## src/rtl/antilog_pkg.sv

```systemverilog
// Shared constants and types for the antilog stage: exponent coefficient,
// mantissa width, frame FSM states and the sideband bundle carried with each sample.
package antilog_pkg;

   // log2(e) ~= 7/5, held as 45 in Q5
   localparam int LOG2E_Q5  = 45;
   localparam int MANT_BW   = 5;
   // Length field is sized for the widest supported frame counter
   localparam int SB_LEN_BW = 16;

   typedef enum logic [0:0] {
      IDLE     = 1'b0,
      IN_FRAME = 1'b1
   } frame_state_t;

   typedef struct packed {
      logic [5:0]           idx;
      logic [6:0]           num;
      logic                 first;
      logic                 last;
      logic                 err;
      logic [SB_LEN_BW-1:0] len;
   } sideband_t;

endpackage

```

## src/rtl/antilog_core.sv

```systemverilog
// Three-stage arithmetic datapath: scale the natural-log input to base 2,
// split it into integer exponent and fraction, then build the PWL 2^x result.
module antilog_core
   import antilog_pkg::*;
#(
   parameter int I_BW    = 14,
   parameter int FRAC_BW = 0,
   parameter int O_BW    = 14
) (
   input  logic                   clk,
   input  logic                   rst,
   input  logic signed [I_BW-1:0] data_i,
   input  logic                   vld_i,
   output logic                   vld_p1_o,
   output logic                   vld_p2_o,
   output logic signed [O_BW-1:0] data_o,
   output logic                   vld_o
);

   localparam int T_W  = I_BW + 7;
   localparam int SH   = FRAC_BW + MANT_BW;
   localparam int E_W  = T_W - SH;
   localparam int SH_W = O_BW + MANT_BW + 1;

   localparam logic signed [T_W-1:0]  COEF  = T_W'(LOG2E_Q5);
   localparam logic signed [E_W-1:0]  E_SAT = E_W'(O_BW - 1);
   localparam logic signed [O_BW-1:0] Y_MAX = {1'b0, {(O_BW-1){1'b1}}};

   logic signed [T_W-1:0]  t_d, t_p1_q;
   logic signed [E_W-1:0]  e_d, e_p2_q;
   logic [MANT_BW-1:0]     f_d, f_p2_q;
   logic signed [O_BW-1:0] y_d, y_p3_q;
   logic                   vld_p1_q, vld_p2_q, vld_p3_q;

   // Mantissa 1.f in Q5 shifted by the exponent; negative exponents underflow to zero
   function automatic logic signed [O_BW-1:0] pwl_exp2(
      input logic signed [E_W-1:0] e,
      input logic [MANT_BW-1:0]    f
   );
      logic [SH_W-1:0] m;
      logic [SH_W-1:0] y;
      m = SH_W'({1'b1, f});
      y = (m << e) >> MANT_BW;
      if (e[E_W-1])
         return '0;
      if (e >= E_SAT)
         return Y_MAX;
      return O_BW'(y);
   endfunction

   assign t_d = T_W'(data_i) * COEF;
   assign e_d = t_p1_q[T_W-1:SH];
   assign f_d = t_p1_q[SH-1:FRAC_BW];
   assign y_d = pwl_exp2(e_p2_q, f_p2_q);

   always_ff @(posedge clk or negedge rst) begin
      if (!rst) begin
         vld_p1_q <= 1'b0;
         vld_p2_q <= 1'b0;
         vld_p3_q <= 1'b0;
         t_p1_q   <= '0;
         e_p2_q   <= '0;
         f_p2_q   <= '0;
         y_p3_q   <= '0;
      end else begin
         vld_p1_q <= vld_i;
         vld_p2_q <= vld_p1_q;
         vld_p3_q <= vld_p2_q;
         // stage 1: base conversion
         if (vld_i)
            t_p1_q <= t_d;
         // stage 2: exponent / fraction split
         if (vld_p1_q) begin
            e_p2_q <= e_d;
            f_p2_q <= f_d;
         end
         // stage 3: PWL exponential with underflow and saturation
         if (vld_p2_q)
            y_p3_q <= y_d;
      end
   end

   assign vld_p1_o = vld_p1_q;
   assign vld_p2_o = vld_p2_q;
   assign data_o   = y_p3_q;
   assign vld_o    = vld_p3_q;

endmodule

```

## src/rtl/antilog.sv

```systemverilog
// Log-domain to linear converter: arithmetic core plus frame tracking and a
// sideband delay line that keeps group indices and frame flags aligned to data.
module antilog
   import antilog_pkg::*;
#(
   parameter int I_BW    = 14,
   parameter int FRAC_BW = 0,
   parameter int O_BW    = 14,
   parameter int CNT_BW  = 13
) (
   input  logic                   clk,
   input  logic                   rst,
   input  logic signed [I_BW-1:0] data_i,
   input  logic [5:0]             in_group_idx,
   input  logic [6:0]             in_group_num,
   input  logic                   di_en,
   input  logic                   is_first_in,
   input  logic                   is_last_in,
   output logic signed [O_BW-1:0] data_o,
   output logic [5:0]             out_group_idx,
   output logic [6:0]             out_group_num,
   output logic                   do_en,
   output logic                   is_first_out,
   output logic                   is_last_out,
   output logic                   frame_err,
   output logic [CNT_BW-1:0]      frame_len
);

   frame_state_t      state_q;
   logic [CNT_BW-1:0] cnt_q;
   logic [CNT_BW-1:0] cnt_inc;
   sideband_t         sb_p1_q, sb_p2_q, sb_p3_q;
   logic              vld_p1, vld_p2;

   antilog_core #(
      .I_BW    (I_BW),
      .FRAC_BW (FRAC_BW),
      .O_BW    (O_BW)
   ) u_core (
      .clk      (clk),
      .rst      (rst),
      .data_i   (data_i),
      .vld_i    (di_en),
      .vld_p1_o (vld_p1),
      .vld_p2_o (vld_p2),
      .data_o   (data_o),
      .vld_o    (do_en)
   );

   // Counter sticks at full scale on very long frames
   assign cnt_inc = (&cnt_q) ? cnt_q : cnt_q + 1'b1;

   // stage 1: frame FSM decides err/len for the entering sample
   always_ff @(posedge clk or negedge rst) begin
      if (!rst) begin
         state_q <= IDLE;
         cnt_q   <= '0;
         sb_p1_q <= '0;
      end else if (di_en) begin
         sb_p1_q.idx   <= in_group_idx;
         sb_p1_q.num   <= in_group_num;
         sb_p1_q.first <= is_first_in;
         sb_p1_q.last  <= is_last_in;
         sb_p1_q.err   <= 1'b0;
         sb_p1_q.len   <= '0;
         case (state_q)
            IDLE: begin
               if (!is_first_in)
                  sb_p1_q.err <= 1'b1;
               else if (is_last_in)
                  sb_p1_q.len <= SB_LEN_BW'(1);
               else begin
                  state_q <= IN_FRAME;
                  cnt_q   <= CNT_BW'(1);
               end
            end
            IN_FRAME: begin
               if (is_first_in) begin
                  sb_p1_q.err <= 1'b1;
                  if (is_last_in) begin
                     sb_p1_q.len <= SB_LEN_BW'(1);
                     state_q     <= IDLE;
                  end else
                     cnt_q <= CNT_BW'(1);
               end else if (is_last_in) begin
                  sb_p1_q.len <= SB_LEN_BW'(cnt_inc);
                  state_q     <= IDLE;
               end else
                  cnt_q <= cnt_inc;
            end
            default: state_q <= IDLE;
         endcase
      end
   end

   // stages 2-3: sideband follows the core valids; error is a qualified pulse
   always_ff @(posedge clk or negedge rst) begin
      if (!rst) begin
         sb_p2_q <= '0;
         sb_p3_q <= '0;
      end else begin
         if (vld_p1)
            sb_p2_q <= sb_p1_q;
         if (vld_p2)
            sb_p3_q <= sb_p2_q;
         sb_p3_q.err <= vld_p2 & sb_p2_q.err;
      end
   end

   assign out_group_idx = sb_p3_q.idx;
   assign out_group_num = sb_p3_q.num;
   assign is_first_out  = sb_p3_q.first;
   assign is_last_out   = sb_p3_q.last;
   assign frame_err     = sb_p3_q.err;
   assign frame_len     = CNT_BW'(sb_p3_q.len);

endmodule

```

## config.mk

```make
export PLATFORM = sky130hd
export DESIGN_NAME = antilog
export DESIGN_NICKNAME = d
export VERILOG_FILES = /design/src/rtl/antilog_pkg.sv /design/src/rtl/antilog_core.sv /design/src/rtl/antilog.sv
export SDC_FILE = /design/constraint.sdc
export NUM_CORES = 1
export LEC_CHECK = 0
export ABC_CLOCK_PERIOD_IN_PS = 2500
export BUFFER_PORTS_ARGS = -buffer_cell sky130_fd_sc_hd__buf_2
export CAP_MARGIN = 5
export CELL_PAD_IN_SITES_DETAIL_PLACEMENT = 1
export CELL_PAD_IN_SITES_GLOBAL_PLACEMENT = 2
export CORE_UTILIZATION = 41
export CTS_BUF_LIST = sky130_fd_sc_hd__clkbuf_16
export DETAILED_ROUTE_END_ITERATION = 6
export GPL_ROUTABILITY_DRIVEN = 0
export PLACE_DENSITY = 0.83
export REMOVE_ABC_BUFFERS = 1
export SETUP_SLACK_MARGIN = 0.5
export SYNTH_ARGS = -nofsm -noshare
export SYNTH_HDL_FRONTEND = slang
export SYNTH_HIERARCHICAL = 1
export SYNTH_SLANG_ARGS = --single-unit
```

## constraint.sdc

```tcl
create_clock -name clk -period 2.5 [get_ports clk]
set_input_delay 0.125 -clock clk [delete_from_list [all_inputs] [get_ports clk]]
set_output_delay 0.125 -clock clk [all_outputs]
set_load 0.01 [all_outputs]
```

# Word level (Yosys, flattened, before mapping)
# Cells that the tools add are included.
[word_totals] reg_bits=160 word_cells=60 out_inout_bits=44 input_bits=32
[op_classes] mux=23 n_mul=1 shifts=1 addsub=1 magnitude_cmp=1 bitwise=2 eq_ne=2 reduce_logical=2
[ops] cell="13-bit two-way mux" n=7
[ops] cell="14-bit two-way mux" n=4
[ops] cell="17-bit one-hot mux with 2 select lines" n=1
[ops] cell="13-bit one-hot mux with 2 select lines" n=1
[ops] cell="14-bit by 7-bit multiplier with 21-bit output (second input constant)" n=1
[ops] cell="6-bit by 16-bit left shift with 19-bit output" n=1
[ops] cell="16-bit by 5-bit greater-or-equal comparator with 1-bit output (second input constant)" n=1
[ops] cell="13-bit by 1-bit adder with 13-bit output (second input constant)" n=1
[ops] cell="13-bit AND reduction" n=1
[ops] cell="1-bit two-way mux" n=9
[ops] cell="3-bit inequality test (second input constant)" n=1
[ops] cell="3-bit AND reduction" n=1
[ops] cell="2-bit inequality test (second input constant)" n=1
[ops] cell="1-bit one-hot mux with 2 select lines" n=1
[ops] cell="1-bit bitwise AND" n=1
[ops] cell="1-bit NOT" n=1

# Longest topological paths before layout
# Gate-level depths: netlist of the first run.
[logic_depth] depth_word=5 depth_mapped=15 ltp_nobuf=15

# By module
# The synthesis of the first run kept the hierarchy.
[by_module_without_submodules] mod="antilog_core" instances=1 area_each_um2=4356.7 cells_each=417 seq_area_each_um2=1476.4
[by_module_without_submodules] mod="antilog" instances=1 area_each_um2=4172.8 cells_each=312 seq_area_each_um2=2527.4

# Least setup slack after synthesis of the first run
# Ideal clock, no wire load.
[synth_path] path_type="input to register" startpoint="input port data_i[11]" endpoint="register u_core.t_p1_q[17]" t_required_ps=2380 n_path_buf=0 setup_ps=120 setup_slack_ps=-905 arrival_ps=3285 path_stages=13 path_cell_list="ha_1 > ha_1 > fa_1 > inv_1 > fa_1 > inv_1 > ha_1 > and3_1 > and4_1 > o211ai_1 > a21oi_1 > or3_1 > a31o_2"
[synth_between] elab_chain_len=1
[synth_lines] element="start: declaration" line="antilog.sv:13" rtl="input logic signed [I_BW-1:0] data_i,"
[synth_lines] element="14-bit by 7-bit multiplier with 21-bit output" line="antilog_core.sv:51" rtl="assign t_d = T_W'(data_i) * COEF;"
[synth_lines] element="end signal: assignment" line="antilog_core.sv:71" rtl="t_p1_q <= t_d;"
[synth_lines] element="end: declaration" line="antilog_core.sv:29" rtl="logic signed [T_W-1:0] t_d, t_p1_q;"
# Every way passes these cells.
# A chain may end at the register's enable or synchronous reset.

# Worst setup path in the final report of the first run
[layout_path] startpoint="input port data_i[10]" endpoint="register u_core.t_p1_q[17]"
# Same word-level chain as after synthesis.

==> flow_summary.yaml, run 1 <==
logic_synthesis:
  synth_compound_area_share_pct: 10.6
  yosysWarnings: 6
  yosysTopAreaCell: "dfrtp_1"
  synth_edf_count: 0
  synth_ff_type: "dfrtp_1"
  synth-xor-area-share_pct: 2.36
  synthAdderAreaFrac_pct: 12.5
  synth_mux_area_share_pct: 15.4
  synthTopCellsByArea: "dfrtp_1 (47%), mux2_2 (14%), ha_1 (6.9%)"
  synth.distinct_cells: 69
  ys_seq_elements: 160
  synth_area_mm2: 0.00853
  async_flop_share_pct: 100
  synth-simple-area-share_pct: 7.64
  avgSynthCellArea_um2: 11.7
  netlist_instances: 729
  yosysMostFrequentCell: "dfrtp_1"
  yosysTopAreaCellShare_pct: 46.9
  netlist_top_cells_count: "dfrtp_1 (160), mux2_2 (107), inv_1 (64)"
  ys_seq_area_share_pct: 46.9
  synth_top_family_by_area: "multiplexers"
run_status:
  status: "finished, violations left"
  violations: "setup timing"
critical_path:
  slowest_stage: "fa_1"
  cp_common_cell: "ha_4"
  required_ns: 2.82
  worstSetupStartpointType: "input pin"
  cp_max_fo: 4
  setup.worst_path.class: "in2reg"
  path_cells: "buf_12 > ha_4 > ha_4 > fa_1 > fa_1 > ha_4 > or3_4 > o211ai_1 > a21oi_2 > or3_1 > a31o_2"
  arrival_ns: 3.36
  cpPeakStageDelay_ns: 0.57
  critPathBufInv: 1
  critPathTopFamily: "adder cells"
  worstSetupEndpointType: "register"
placement:
  portBuffers: 75
  hpwl_um: 14000
  post-place-ws_ns: -1.26
drt:
  routed_via_density: 5.34
  wl_um: 22600
  ant_nets: 0
  drt_iter0_markers: 237
  vias: 6272
  wl_per_cell_um: 19.2
  drt-pass1-iter-count: 4
  drc_errors: 0
power_and_ir_drop:
  power.total_uw: 10500
  ir_drop_mv: 0.529
  p_leak_uw: 0.00507
  pwr_density_cell_mw_per_mm2: 924
sta:
  max_freq_ghz: 0.329
  fin_ws_ns: -0.539
  setup_viol: 13
  slew_viol_final: 0
  final.setup.tns_ns: -5.58
  period_needed_ns: 3.04
  finalHoldViolations: 0
  rsz0062_at_grt: "yes"
  finalClockSkew_ns: 0.00805
  post-route-period-util_pct: 122
  max_slew.worst_pin.slew_ns: 0.586
  slew-limit-headroom_pct: 60.8
floorplanning:
  die_w_um: 146
  io_pins: 76
  core-area_mm2: 0.0203
  initial_core_util_pct: 42.0
  die_area_mm2: 0.0214
  die_h_um: 146
  fp-row-count: 52
layout:
  nets: 995
  nFillCells: 2103
  insertedDiodeCount: 0
  syn2layout_area_growth_pct: 33.0
  drive_gt1_share_pct: 44.9
  final_core_util_pct: 55.9
cts:
  clock_latency_ns: 0.43
  cts_made_buffers: 17
  clk_pin_slew_ns: 0.06
  clockRootBuffer: "clkbuf_16"
  cts_tree: "built"
  cts_num_sinks: 160
  cts_max_level: 4
  clock_path_buffers: 2
global_routing:
  antenna_found_initial: 0
  grt.overflow.total: 0
  grt_max_degree: 59
  grt_usage_pct: 21.9
  grt_first_pass_wirelength_um: 36800
  grt_pass1_vias: 6983
flow_run:
  cap_viol_max_count: 0
worst_hold_path:
  hold_class: "in2reg"
==> path summary, 6_finish.rpt <==
kind | start | endpoint | slack, ns | cells past startpoint
setup / recovery | data_i[10] | u_core/t_p1_q[17]$_DFFE_PN0P_ | -0.54 | 11
hold / removal | is_first_in | sb_p1_q[18]$_DFFE_PN0P_ | 0.03 | 2
setup reg to reg | cnt_q[7]$_DFFE_PN0P_ | sb_p1_q[5]$_DFFE_PN0P_ | 0.59 | 4
hold reg to reg | u_core/data_o[12]$_DFFE_PN0P_ | u_core/data_o[12]$_DFFE_PN0P_ | 0.48 | 1
max in group asynchronous | rst | cnt_q[0]$_DFFE_PN0P_ | 1.53 | 3
min in group asynchronous | rst | sb_p2_q[20]$_DFFE_PN0P_ | 0.20 | 2
==> placed cells by master, fill, tap and decap left out, types with 4 or more instances in the layout <==
master         instances
nor3_1                 7
fa_1                  21
dfrtp_1              156
ha_1                  12
clkbuf_16             17
o21ai_0               18
nand2b_1               5
inv_2                 18
a31oi_1               16
ha_4                  34
buf_4                 71
a21oi_2                6
buf_12                 5
buf_2                 63
nor2_1                34
nor4_1                 5
xor2_1                11
nand2_1               30
a21o_1                 5
mux2i_1                9
dfrtp_2                4
a21oi_1               28
nor2b_1                4
buf_8                  5
inv_6                  5
mux2_2               102
inv_1                 46
xnor2_1               10
mux2_4                 6
a21oi_4                4
o22ai_1               13
dlygate4sd3_1         15
o211ai_1               6
buf_6                 16
o21a_1                 6
nand3_1                9
==> worst reg2reg max path, delay by kind of cell, from the launching register on <==
kind	cells	cell delay (ns)
and+or+nand+nor	3	1.02
AOI/OAI and AO/OA	1	0.25
DFF	1	0.53
==> per-layer routing <==
| metal | up-vias | global-route usage [%] | share of wire [%] |
|---|---|---|---|
| met4 | 0 | 8.18 | 3.0 |
| met3 | 51 | 3.06 | 2.1 |
| li1 | 2895 | - | - |
| met2 | 99 | 40.0 | 54 |
| met5 | - | 0 | 0 |
| met1 | 3227 | 25.9 | 41 |
==> power breakdown <==
| group | internal, uW | leakage, uW | switching (uW) |
|---|---|---|---|
| logic | 2300 | 0.00281 | 2100 |
| registers | 3080 | 0.00197 | 432 |
| clock network | 1480 | 0.000286 | 1100 |
| total | 6850 | 0.00507 | 3630 |
==> metrics by stage <==
step | instance area, um2 | cells | hold WS (ns)
3_5_place_dp | 9660 | 1110 | 0.110
3_3_place_gp | 9660 | 1110 | 0.105
4_1_cts | 11100 | 1167 | 0.0126
5_1_grt | 11300 | 1175 | 0.0457
6_report | 11300 | 1175 | 0.0308
2_1_floorplan | 8390 | 698 | -0.171
==> state kept, by name (all words and copies together), names as in the netlist, 5 cells and up <==
name / count
cnt_q: 13
frame_len: 13
out_group_idx: 6
out_group_num: 7
sb_p1_q: 29
sb_p2_q: 29
u_core/data_o: 14
u_core/e_p2_q: 16
u_core/f_p2_q: 5
u_core/t_p1_q: 21
==> layout make-up <==
class | instances | area [um2] | share of cell area, %
timing repair buffer | 175 | 1350 | 11.9
clock buffer | 17 | 425 | 3.75
inverter | 65 | 246 | 2.17
sequential | 160 | 4010 | 35.3
tap | 270 | 338 | 2.98
clock inverter | 15 | 158 | 1.39
multi-input combinational | 473 | 4820 | 42.5
==> cell families (layout without fill, tap and decap cells) <==
kind of cell,count (synthesis),count (layout)
and+or+nand+nor,126,126
muxes,117,117
DFF,160,160
buffers and inverters,96,272
xor gates and xnor gates,23,23
AOI/OAI and AO/OA,136,136
adders and majority gates,71,71
==> repair_timing <==
item | CTS | global route
pin swaps | 73 | 15
buffers inserted | 10 | 8
endpoints found under the setup margin | 25 | 26
gates resized for setup | 115 | 38
hold buffers | 15 | 0
endpoints found under the hold margin | 64 | 0
Note: power is estimated with default switching activity, not from simulation.
==> inputs of run 2 (changes only) <==
Settings changed: SETUP_SLACK_MARGIN 0.5 to 0.2, SKIP_CTS_REPAIR_TIMING set to 1.
==> flow_summary.yaml, run 2 (synthesis gave the netlist of run 1 again) <==
drt:
  drt_iter0_markers: 275
  wl_um: 22500
  routed_via_density: 5.34
  wl_per_cell_um: 19.2
  vias: 6247
  ant_nets: 0
  drt-pass1-iter-count: 6
  drc_errors: 0
sta:
  max_slew.worst_pin.slew_ns: 0.616
  finalClockSkew_ns: 0.00769
  max_freq_ghz: 0.328
  slew-limit-headroom_pct: 58.8
  finalHoldViolations: 0
  rsz0062_at_grt: "yes"
  post-route-period-util_pct: 122
  setup_viol: 13
  period_needed_ns: 3.05
  fin_ws_ns: -0.552
  slew_viol_final: 0
cts:
  cts_max_level: 4
  clk_pin_slew_ns: 0.06
  cts_tree: "built"
  cts_num_sinks: 160
  clockRootBuffer: "clkbuf_16"
  clock_latency_ns: 0.43
  cts_made_buffers: 17
  clock_path_buffers: 2
layout:
  final_core_util_pct: 55.3
  nets: 990
  drive_gt1_share_pct: 44.0
  syn2layout_area_growth_pct: 31.7
  top_regs: "sb_p1_q x29, sb_p2_q x29, u_core/t_p1_q x21"
  insertedDiodeCount: 0
  final_common_cell: "dfrtp_1"
  mostFrequentLayoutCells: "dfrtp_1 (158), mux2_2 (103), buf_4 (67), buf_2 (64), inv_1 (46)"
run_status:
  status: "finished, violations left"
  violations: "setup timing"
critical_path:
  path_cells: "buf_4 > ha_4 > ha_4 > fa_1 > inv_2 > fa_2 > inv_2 > ha_4 > nand2_2 > o211ai_1 > o211ai_1 > a21oi_2 > buf_4 > nor2_1 > a311o_1"
  required_ns: 2.81
  arrival_ns: 3.36
  slowest_stage: "fa_1"
  cp_common_cell: "ha_4"
  critPathTopFamily: "adder cells"
  cp_max_fo: 5
  critPathBufInv: 4
  cpPeakStageDelay_ns: 0.52
  setup.worst_path.class: "in2reg"
  worstSetupEndpointType: "register"
  worstSetupStartpointType: "input pin"
flow_run:
  cap_viol_max_count: 0
power_and_ir_drop:
  power.total_uw: 10300
  p_leak_uw: 0.00500
  pwr_density_cell_mw_per_mm2: 919
  ir_drop_mv: 0.591
global_routing:
  grt_max_degree: 59
  grt_usage_pct: 19.2
  grt_first_pass_wirelength_um: 33000
  antenna_found_initial: 0
  grt_pass1_vias: 6659
  grt.overflow.total: 0
placement:
  portBuffers: 75
  hpwl_um: 14000
  post-place-ws_ns: -1.26
worst_hold_path:
  hold_class: "in2reg"
floorplanning:
  initial_core_util_pct: 42.0
  io_pins: 76
  fp-row-count: 52
  core-area_mm2: 0.0203
  die_h_um: 146
  die_w_um: 146
  die_area_mm2: 0.0214
-- run 2: changes by cell type in the layout (fill, tap and decap cells not counted), moves of 2 or more --
cell	before	now
a211oi_4	3	1
a211oi_2	2	4
fa_1	21	19
nand2_4	2	0
buf_4	71	67
xnor2_1	10	12
a21oi_4	4	1
dfrtp_2	4	2
fa_2	3	5
a21oi_2	6	10
xnor2_2	2	0
buf_8	5	3
nand2_2	0	2
dfrtp_1	156	158
-- run 2: through the flow --
| step | instances | TNS (ns) | hold slack [ns] | area (um2) |
|---|---|---|---|---|
| CTS | 1142 | -9.12 | -0.354 | 10200 |
| global route | 1170 | -6.48 | 0.0457 | 11200 |
| finish | 1170 | -5.54 | 0.0325 | 11200 |
| global placement | 1110 | -14.34 | 0.105 | 9660 |
| floorplan | 698 | -9.91 | -0.171 | 8390 |
| detailed placement | 1110 | -15.97 | 0.110 | 9660 |
-- run 2: worst register-to-register path, delay by kind of cell, from the launching register on --
| family | cells | cell delay (ns) |
|---|---|---|
| AOI/OAI and AO/OA | 1 | 0.25 |
| adders and majority gates | 1 | 0.30 |
| DFF | 1 | 0.42 |
| and+or+nand+nor | 3 | 1.07 |
-- run 2: final cells by class --
class,instances,area [um2]
Timing Repair Buffer,170,1310
Inverter,65,246
Clock inverter,15,158
Fill cell,2114,9070
Sequential cell,160,4010
Clock buffer,17,425
Multi-Input combinational cell,473,4750
Tap cell,270,338
-- run 2: final timing paths --
kind	slack, ns	start	depth (start not counted)	end
worst max-delay path	-0.55	data_i[8]	15	u_core/t_p1_q[19]$_DFFE_PN0P_
worst min-delay path	0.03	is_first_in	2	sb_p1_q[18]$_DFFE_PN0P_
worst max register to register	0.36	cnt_q[0]$_DFFE_PN0P_	5	sb_p1_q[5]$_DFFE_PN0P_
worst min register to register	0.48	u_core/data_o[12]$_DFFE_PN0P_	1	u_core/data_o[12]$_DFFE_PN0P_
max in group asynchronous	1.54	rst	3	u_core/data_o[13]$_DFFE_PN0P_
min in group asynchronous	0.20	rst	2	sb_p2_q[20]$_DFFE_PN0P_
-- run 2: where the power goes --
| group | internal [uW] | switching, uW |
|---|---|---|
| clock network | 1480 | 1100 |
| logic | 2210 | 2040 |
| registers | 3070 | 417 |
| total | 6770 | 3560 |
-- run 2: metal layers --
| metal | GRT usage, % | routed length [um] | share of wire, % | vias up |
|---|---|---|---|---|
| met1 | 23.8 | 9250 | 41 | 3217 |
| met4 | 6.41 | 675 | 3.0 | 0 |
| met5 | 0 | 0 | 0 | - |
| met2 | 34.2 | 12100 | 54 | 106 |
| met3 | 2.88 | 480 | 2.1 | 41 |
| li1 | - | - | - | 2883 |
